===== src/rtl/soc_reset_sequencer.sv =====
// Reset sequencer: qualifies the board reset button and MMCM lock, then releases
// interconnect, peripheral and core resets in order, re-asserting all of them on any fault.
module soc_reset_sequencer #(
    parameter int DEBOUNCE_CYCLES = 16,
    parameter int LOCK_FILTER     = 4,
    parameter int PERIPH_DELAY    = 8,
    parameter int CORE_DELAY      = 8
) (
    input  logic       clk,
    input  logic       reset,
    input  logic       ext_rst_n,
    input  logic       mmcm_locked,
    input  logic       sw_rst_req,
    output logic       interconnect_aresetn,
    output logic       periph_reset,
    output logic       core_rst_n,
    output logic       done,
    output logic [2:0] seq_state
);

    typedef enum logic [2:0] {
        HOLD   = 3'd0,
        LOCK   = 3'd1,
        ICN    = 3'd2,
        PERIPH = 3'd3,
        RUN    = 3'd4
    } state_t;

    localparam int DEB_W  = $clog2(DEBOUNCE_CYCLES) + 1;
    localparam int LOCK_W = $clog2(LOCK_FILTER) + 1;
    localparam int DLY_MAX = (PERIPH_DELAY > CORE_DELAY) ? PERIPH_DELAY : CORE_DELAY;
    localparam int DLY_W  = $clog2(DLY_MAX) + 1;

    localparam logic [DEB_W-1:0]  DEB_LAST    = DEB_W'(DEBOUNCE_CYCLES - 1);
    localparam logic [LOCK_W-1:0] LOCK_LAST   = LOCK_W'(LOCK_FILTER - 1);
    localparam logic [DLY_W-1:0]  PERIPH_LAST = DLY_W'(PERIPH_DELAY - 1);
    localparam logic [DLY_W-1:0]  CORE_LAST   = DLY_W'(CORE_DELAY - 1);

    logic              r_extMeta;
    logic              r_extS;
    logic              r_lockMeta;
    logic              r_lockS;
    logic [2:0]        r_state;
    logic [DEB_W-1:0]  r_debCnt;
    logic [LOCK_W-1:0] r_lockCnt;
    logic [DLY_W-1:0]  r_dlyCnt;
    state_t            w_nextState;
    logic              w_fault;

    always_ff @(posedge clk) begin
        if (reset) begin
            r_extMeta  <= 1'b0;
            r_extS     <= 1'b0;
            r_lockMeta <= 1'b0;
            r_lockS    <= 1'b0;
        end else begin
            r_extMeta  <= ext_rst_n;
            r_extS     <= r_extMeta;
            r_lockMeta <= mmcm_locked;
            r_lockS    <= r_lockMeta;
        end
    end

    // A fault outranks every forward transition; codes 5-7 fall into the default and recover to HOLD.
    always_comb begin
        w_nextState = HOLD;
        w_fault     = !r_extS || !r_lockS;
        case (r_state)
            HOLD: begin
                if (r_extS && (r_debCnt == DEB_LAST)) w_nextState = LOCK;
                else                                  w_nextState = HOLD;
            end
            LOCK: begin
                if (w_fault)                         w_nextState = HOLD;
                else if (r_lockCnt == LOCK_LAST)     w_nextState = ICN;
                else                                 w_nextState = LOCK;
            end
            ICN: begin
                if (w_fault)                         w_nextState = HOLD;
                else if (r_dlyCnt == PERIPH_LAST)    w_nextState = PERIPH;
                else                                 w_nextState = ICN;
            end
            PERIPH: begin
                if (w_fault)                         w_nextState = HOLD;
                else if (r_dlyCnt == CORE_LAST)      w_nextState = RUN;
                else                                 w_nextState = PERIPH;
            end
            RUN: begin
                if (w_fault || sw_rst_req)           w_nextState = HOLD;
                else                                 w_nextState = RUN;
            end
            default: w_nextState = HOLD;
        endcase
    end

    always_ff @(posedge clk) begin
        if (reset) begin
            r_state <= HOLD;
        end else begin
            r_state <= w_nextState;
        end
    end

    // Counters clear whenever the state changes, so each stage starts counting from zero.
    always_ff @(posedge clk) begin
        if (reset || (w_nextState != r_state)) begin
            r_debCnt  <= '0;
            r_lockCnt <= '0;
            r_dlyCnt  <= '0;
        end else begin
            case (r_state)
                HOLD: begin
                    if (r_extS) r_debCnt <= r_debCnt + DEB_W'(1);
                    else        r_debCnt <= '0;
                end
                LOCK: begin
                    if (r_lockS) r_lockCnt <= r_lockCnt + LOCK_W'(1);
                end
                ICN, PERIPH: begin
                    r_dlyCnt <= r_dlyCnt + DLY_W'(1);
                end
                default: begin
                    r_dlyCnt <= r_dlyCnt;
                end
            endcase
        end
    end

    // Output pins are decoded from the next state so they switch on the same edge as the state.
    always_ff @(posedge clk) begin
        if (reset) begin
            interconnect_aresetn <= 1'b0;
            periph_reset         <= 1'b1;
            core_rst_n           <= 1'b0;
            done                 <= 1'b0;
        end else begin
            case (w_nextState)
                ICN: begin
                    interconnect_aresetn <= 1'b1;
                    periph_reset         <= 1'b1;
                    core_rst_n           <= 1'b0;
                    done                 <= 1'b0;
                end
                PERIPH: begin
                    interconnect_aresetn <= 1'b1;
                    periph_reset         <= 1'b0;
                    core_rst_n           <= 1'b0;
                    done                 <= 1'b0;
                end
                RUN: begin
                    interconnect_aresetn <= 1'b1;
                    periph_reset         <= 1'b0;
                    core_rst_n           <= 1'b1;
                    done                 <= 1'b1;
                end
                default: begin
                    interconnect_aresetn <= 1'b0;
                    periph_reset         <= 1'b1;
                    core_rst_n           <= 1'b0;
                    done                 <= 1'b0;
                end
            endcase
        end
    end

    assign seq_state = r_state;

endmodule


===== config.mk =====
export PLATFORM = sky130hd
export DESIGN_NAME = soc_reset_sequencer
export DESIGN_NICKNAME = d
export VERILOG_FILES = /design/src/rtl/soc_reset_sequencer.sv
export SDC_FILE = /design/constraint.sdc
export NUM_CORES = 1
export LEC_CHECK = 0
export CORE_ASPECT_RATIO = 0.9
export CORE_MARGIN = 8
export CORE_UTILIZATION = 40
export DETAILED_ROUTE_END_ITERATION = 6
export GPL_TIMING_DRIVEN = 1
export PLACE_DENSITY = 0.62
export SYNTH_ARGS = -nofsm -noshare
export SYNTH_HDL_FRONTEND = slang
export SYNTH_SLANG_ARGS = --single-unit

===== constraint.sdc =====
create_clock -name clk -period 2.7 [get_ports clk]
set_input_delay 0.81 -clock clk [delete_from_list [all_inputs] [get_ports clk]]
set_output_delay 0.81 -clock clk [all_outputs]
set_load 0.005 [all_outputs]

==> results of run 1 <==
==> cells by family (layout without fill, tap and decap cells) <==
| family | count (synthesis) | in the layout | synth area share, % |
|---|---|---|---|
| flip-flops | 22 | 22 | 40.3 |
| AO/OA/AOI/OAI | 17 | 17 | 12.0 |
| multiplexers | 2 | 2 | 1.83 |
| XOR/XNOR | 5 | 5 | 4.01 |
| adder cells (fa/ha/maj) | 5 | 5 | 5.72 |
| buffers and inverters | 12 | 18 | 6.98 |
| AND/OR/NAND/NOR | 42 | 42 | 29.2 |
==> layout make-up <==
| type | instances | share of cell area (%) |
|---|---|---|
| Timing Repair Buffer | 12 | 9.75 |
| Clock buffer | 3 | 1.87 |
| Tap cell | 30 | 3.11 |
| Sequential cell | 22 | 36.5 |
| Multi-Input combinational cell | 71 | 47.8 |
| Inverter | 3 | 0.934 |
==> routing by layer <==
| metal | share of wire (%) | global-route usage (%) | up-vias |
|---|---|---|---|
| li1 | - | - | 391 |
| met3 | 5.4 | 3.65 | 2 |
| met1 | 47 | 10.2 | 378 |
| met2 | 47 | 14.7 | 13 |
| met5 | 0 | 0 | - |
| met4 | 0.99 | 3.63 | 0 |
==> cells in the final DEF, fill, tap and decap left out, drive strengths merged, types with 2 or more instances in the layout <==
cell / count
dfxtp: 22
and3: 2
o21ai: 3
nand3: 3
nor2: 2
a21oi: 5
xor2: 2
mux2i: 2
and3b: 2
xnor2: 3
nor2b: 7
clkdlybuf4s50: 11
inv: 3
nand2: 4
nor3b: 2
nor3: 14
clkbuf: 3
a32oi: 2
ha: 5
==> power breakdown <==
group          internal, uW  switching (uW)  total, uW
Sequential              328            3.05        331
Combinational          10.8            9.27       20.1
Clock                  52.0            90.1        142
==> flip-flops by register name, indices dropped and copies added, names as in the netlist <==
| register | count |
|---|---|
| done | 1 |
| r_debCnt | 5 |
| r_extMeta | 1 |
| periph_reset | 1 |
| r_extS | 1 |
| r_lockMeta | 1 |
| r_lockCnt | 3 |
| r_lockS | 1 |
| r_dlyCnt | 4 |
| seq_state | 3 |
| interconnect_aresetn | 1 |
==> Yosys cell counts <==
cell        n  area [um^2]
a32oi_1     1         8.76
o21ai_0     2         10.0
nand3_1     3         15.0
nor3_2     11          110
inv_1       3         11.3
nor3_1      3         15.0
buf_6       2         22.5
a21oi_1     5         25.0
nand4_1     1         6.26
o221ai_1    1         8.76
nor2_1      2         7.51
a211oi_1    1         7.51
o41ai_1     1         8.76
nor4b_2     1         15.0
and4bb_2    1         12.5
xor2_1      2         17.5
o32ai_1     1         8.76
nand2_1     3         11.3
nor3b_1     1         7.51
nor2b_1     7         43.8
nand2_4     1         11.3
and3_1      2         12.5
or2_1       1         6.26
a32oi_2     1         16.3
nand4b_1    1         8.76
o21ai_2     1         8.76
mux2i_1     2         20.0
and3b_1     2         17.5
ha_1        5         62.6
xnor2_1     3         26.3
buf_4       3         22.5
buf_2       4         20.0
a31oi_1     1         6.26
dfxtp_1    22          440
a21o_1      1         7.51
or3_1       1         6.26
a2111oi_2   1         15.0
nor3b_2     1         12.5
==> metrics by stage <==
| stage | total power (uW) | instance area (um^2) | utilization, % | std cells |
|---|---|---|---|---|
| 6_report | 493 | 1210 | 45.0 | 141 |
| 3_5_place_dp | 358 | 1180 | 44.2 | 138 |
| 5_1_grt | 517 | 1210 | 45.0 | 141 |
| 4_1_cts | 502 | 1210 | 45.0 | 141 |
| 3_3_place_gp | 357 | 1180 | 44.2 | 138 |
| 2_1_floorplan | 350 | 1090 | - | 105 |
==> worst max path at each step <==
stage	to	depth (start not counted)
2_1_floorplan	r_debCnt[0]$_SDFFE_PP0P_	4
3_3_place_gp	r_lockCnt[2]$_SDFFE_PP0P_	5
3_5_place_dp	r_lockCnt[2]$_SDFFE_PP0P_	5
4_1_cts	seq_state[0]	1
5_1_grt	seq_state[0]	1
6_report	seq_state[0]	1
==> summary.md, run 1 <==
| Metric | Value |
|---|---|
| Count of state elements after synthesis | `22` |
| Clk root buf | `clkbuf_4` |
| Reg2reg start | `seq_state[1]$_SDFF_PP0_` |
| TritonCTS Buffers | `3` |
| Residual DRC count | `0` |
| Initial antenna violation count | `0` |
| Final Setup Violations | `0` |
| Placer Congestion | `0.821` |
| Nets | `123` |
| Final setup TNS | `0 ps` |
| Synth Warn # | `0` |
| Setup Slack @ Placement | `451 ps` |
| Worst Path Arrival | `1500 ps` |
| CTS clk-pin slew, worst paths | `110 ps` |
| Layout cells sized above 1 | `19.8%` |
| Vias | `784` |
| Critical Path Source Type | `flop` |
| Worst skew pair latency | `300 ps` |
| Cells on worst reg2reg path | `4` |
| CP delay by family, top | `flip-flops` |
| GRT Util Overall | `8.96%` |
| CTS tree | `built` |
| Grt ovf | `0` |
| DRT Pass-1 Iters | `4` |
| # fillers | `259` |
| P per Cell Area | `409 mW/mm^2` |
| Worst hold path depth | `1` |
| CP Cell Sequence | `clkdlybuf4s50_1` |
| Clk sinks | `22` |
| Status | `finished clean` |
| Die outline width | `71.1 um` |
| Final Routed Wirelength | `1.93 mm` |
| Post_cts resized | `0` |
| Die area | `0.00467 mm^2` |
| Number of nets with antenna violations after routing | `0` |
| Final Hold Fails | `0` |
| HP Start | `r_extMeta$_SDFF_PP0_` |
| Hold Path Sink | `r_extS$_SDFF_PP0_` |
| Port Buf Inserts | `11` |
| Multi-input gate area | `577 um^2` |
| Hold slack | `448 ps` |
| Synth Instances | `105` |
| Register area | `440 um^2` |
| Mapped Area | `0.00109 mm^2` |
| Reg-to-Reg End | `r_dlyCnt[1]$_SDFFE_PP0P_` |
| Crit-path slowest cell | `dfxtp_1` |
| RSZ-0062 raised after global routing | `false` |
| Chip Height | `65.6 um` |
| Mean Syn Cell Area | `10.4 um^2` |
| Iteration-0 DRC count of the detailed router | `28` |
| Max H-tree Level | `1` |
| First-pass GRT wire length | `3.36 mm` |
| Pin count of the biggest net entering global routing | `13` |
| Peak Freq | `0.433 GHz` |
| CP Buf/Inv Count | `1` |
| Crit share post-route | `85.5%` |
| Final setup margin | `392 ps` |
| CP required | `1890 ps` |
| Core area | `0.00268 mm^2` |
| Leak pwr | `0.000460 uW` |
| Clk buf depth | `2` |
| Via density | `5.56` |
| Starting Density | `40.8%` |
| Relative slew slack | `50.3%` |
| Synth Net Count | `115` |
| CP startpoint | `seq_state[0]$_SDFF_PP0_` |
| Max Cap Viol | `0` |
| FP Rows | `18` |
| Netlist cell types | `38` |
| VDD IR max | `0.000310 V` |
| Post-CTS Setup Inserts | `0` |
| Min cycle time layout | `2310 ps` |
| Max Slew Vio Count | `0` |
| Hold Path Class | `reg2reg` |
| N_diodes | `0` |
| Crit Path Max Fanout | `12` |
| Worst Skew | `6.78 ps` |
| Area grow syn2layout | `10.3%` |
| Sequential fraction of the synthesis area | `40.3%` |
| Crit. End Element | `output port` |
| Vias in the first global route | `755` |
| Cts hold-fix bufs | `0` |
| Tightest Pin Transition | `745 ps` |
| CP max stage delay | `600 ps` |
| WS Path Type | `reg2out` |
| WL/cell | `13.7 um` |
| R2R setup slack | `600 ps` |
| Detailed-placement wirelength estimate | `1.41 mm` |
| Top-Level Pins | `12` |
Power figures use the tool's default switching activity.
==> inputs of run 2 (changes only) <==
--- a/config.mk
+++ b/config.mk
@@ -9,8 +9,10 @@
 export CORE_MARGIN = 8
 export CORE_UTILIZATION = 40
 export DETAILED_ROUTE_END_ITERATION = 6
-export GPL_TIMING_DRIVEN = 1
+export GPL_TIMING_DRIVEN = 0
 export PLACE_DENSITY = 0.62
+export SKIP_CTS_REPAIR_TIMING = 1
 export SYNTH_ARGS = -nofsm -noshare
 export SYNTH_HDL_FRONTEND = slang
 export SYNTH_SLANG_ARGS = --single-unit
+export TNS_END_PERCENT = 10
==> run 2 against run 1 <==
  * Clock-buffer cell count stayed put
  * Largest cell class unchanged
  * Highest routed layer unchanged
  * Sequential share of layout area is 1.7 points lower
  * Sequential cell count stayed put
  * Via count is 0.64% lower
==> summary.md, run 2 (synthesis gave the netlist of run 1 again) <==
| Metric | Value |
|---|---|
| Nets | `131` |
| Biggest register | `r_debCnt` |
| GRT Util Overall | `9.12%` |
| WS Path Type | `reg2out` |
| Worst skew pair latency | `300 ps` |
| Relative slew slack | `80.8%` |
| Crit. End Element | `output port` |
| Min cycle time layout | `2040 ps` |
| Starting Density | `40.8%` |
| CP Capture Point | `done` |
| Placer Congestion | `0.727` |
| Final Routed Wirelength | `1.92 mm` |
| Clk root buf | `clkbuf_4` |
| Critical Path Source Type | `flop` |
| Reg-to-Reg End | `r_lockCnt[1]$_SDFFE_PP0P_` |
| Max H-tree Level | `1` |
| Cells on worst reg2reg path | `7` |
| Port Buf Inserts | `11` |
| CP startpoint | `done$_SDFF_PP0_` |
| Peak Freq | `0.490 GHz` |
| CTS clk-pin slew, worst paths | `110 ps` |
| Commonest non-fill, non-tap cell in the layout | `dfxtp_1` |
| Area grow syn2layout | `15.6%` |
| Worst Path Arrival | `1230 ps` |
| Clk sinks | `22` |
| Max Slew Vio Count | `0` |
| FP Rows | `18` |
| Crit share post-route | `75.5%` |
| TritonCTS Buffers | `3` |
| Number of nets with antenna violations after routing | `0` |
| Core area | `0.00268 mm^2` |
| Vias in the first global route | `758` |
| Pin count of the biggest net entering global routing | `12` |
| Chip Height | `65.6 um` |
| Final Hold Fails | `0` |
| Die area | `0.00467 mm^2` |
| First-pass GRT wire length | `3.36 mm` |
| Residual DRC count | `0` |
| VDD IR max | `0.000217 V` |
| Max reg flops | `5` |
| Layout cells sized above 1 | `25.2%` |
| Clk buf depth | `2` |
| Top-Level Pins | `12` |
| RSZ-0062 raised after global routing | `false` |
| Leak pwr | `0.000506 uW` |
| N_diodes | `0` |
| Largest registers | `r_debCnt x5, r_dlyCnt x4` |
| Vias | `779` |
| Final Setup Violations | `0` |
| Core Util, Final | `47.2%` |
| CTS tree | `built` |
| Final std cells w/o fill | `149` |
| # fillers | `263` |
| WL/cell | `12.9 um` |
| Status | `finished clean` |
| Final setup TNS | `0 ps` |
| HP Start | `r_lockMeta$_SDFF_PP0_` |
| Worst Skew | `1.19 ps` |
| Initial antenna violation count | `0` |
| P per Cell Area | `391 mW/mm^2` |
| Max Cap Viol | `0` |
| Detailed-placement wirelength estimate | `1.51 mm` |
| Die outline width | `71.1 um` |
| DRT Pass-1 Iters | `4` |
| Grt ovf | `0` |
| Worst hold path depth | `1` |
| Crit Path Max Fanout | `2` |
| Placed Cells | `146` |
| Most frequent cells in the layout | `22 x dfxtp_1, 11 x nor3_2, 11 x clkdlybuf4s50_1, 7 x nor2b_1` |
| Overall Power | `494 uW` |
| Reg2reg start | `r_lockCnt[0]$_SDFFE_PP0P_` |
| Tightest Pin Transition | `286 ps` |
| R2R setup slack | `930 ps` |
| Iteration-0 DRC count of the detailed router | `40` |
| Hold Path Class | `reg2reg` |
| CP required | `1890 ps` |
| Via density | `5.23` |
==> run 2: stage by stage <==
step	worst slack [ps]	area, um^2	hold WS (ps)
final	660	1260	458
after CTS	631	1260	458
after global routing	601	1260	492
after global placement	446	1240	420
after detailed placement	420	1240	430
after floorplan	1010	1090	414
==> run 2: layout make-up <==
cell class | count | area, um^2 | share of cell area [%]
Timing Repair Buffer | 11 | 110 | 8.71
Sequential cell | 22 | 440 | 34.9
Clock buffer | 3 | 22.5 | 1.78
Multi-Input combinational cell | 71 | 577 | 45.6
Tap cell | 30 | 37.5 | 2.97
Buffer | 9 | 65.1 | 5.15
Inverter | 3 | 11.3 | 0.891
==> run 2: routing by layer <==
| layer | global-route usage, % | part of all wire, % | vias to the layer above |
|---|---|---|---|
| li1 | - | - | 406 |
| met1 | 9.85 | 45 | 362 |
| met2 | 15.5 | 50 | 7 |
| met3 | 2.58 | 3.3 | 4 |
| met4 | 5.96 | 1.5 | 0 |
| met5 | 0 | 0 | - |
==> run 2: worst max-delay path, cell delays in order, from the launching register on <==
cell	delay, ps
dfxtp_1	340
buf_4	100
clkdlybuf4s50_1	490
==> run 2: where the power goes <==
group          total (uW)  internal (uW)  switching [uW]
Combinational        22.8           12.0            10.8
Sequential            329            328            1.59
Clock                 142           52.0            90.4
Total                 494            392             103
==> run 2: worst min path at each step <==
stage / endpoint
3_3_place_gp: r_lockS$_SDFF_PP0_
5_1_grt: r_extS$_SDFF_PP0_
3_5_place_dp: r_lockS$_SDFF_PP0_
2_1_floorplan: r_extS$_SDFF_PP0_
4_1_cts: r_lockS$_SDFF_PP0_
6_report: r_lockS$_SDFF_PP0_
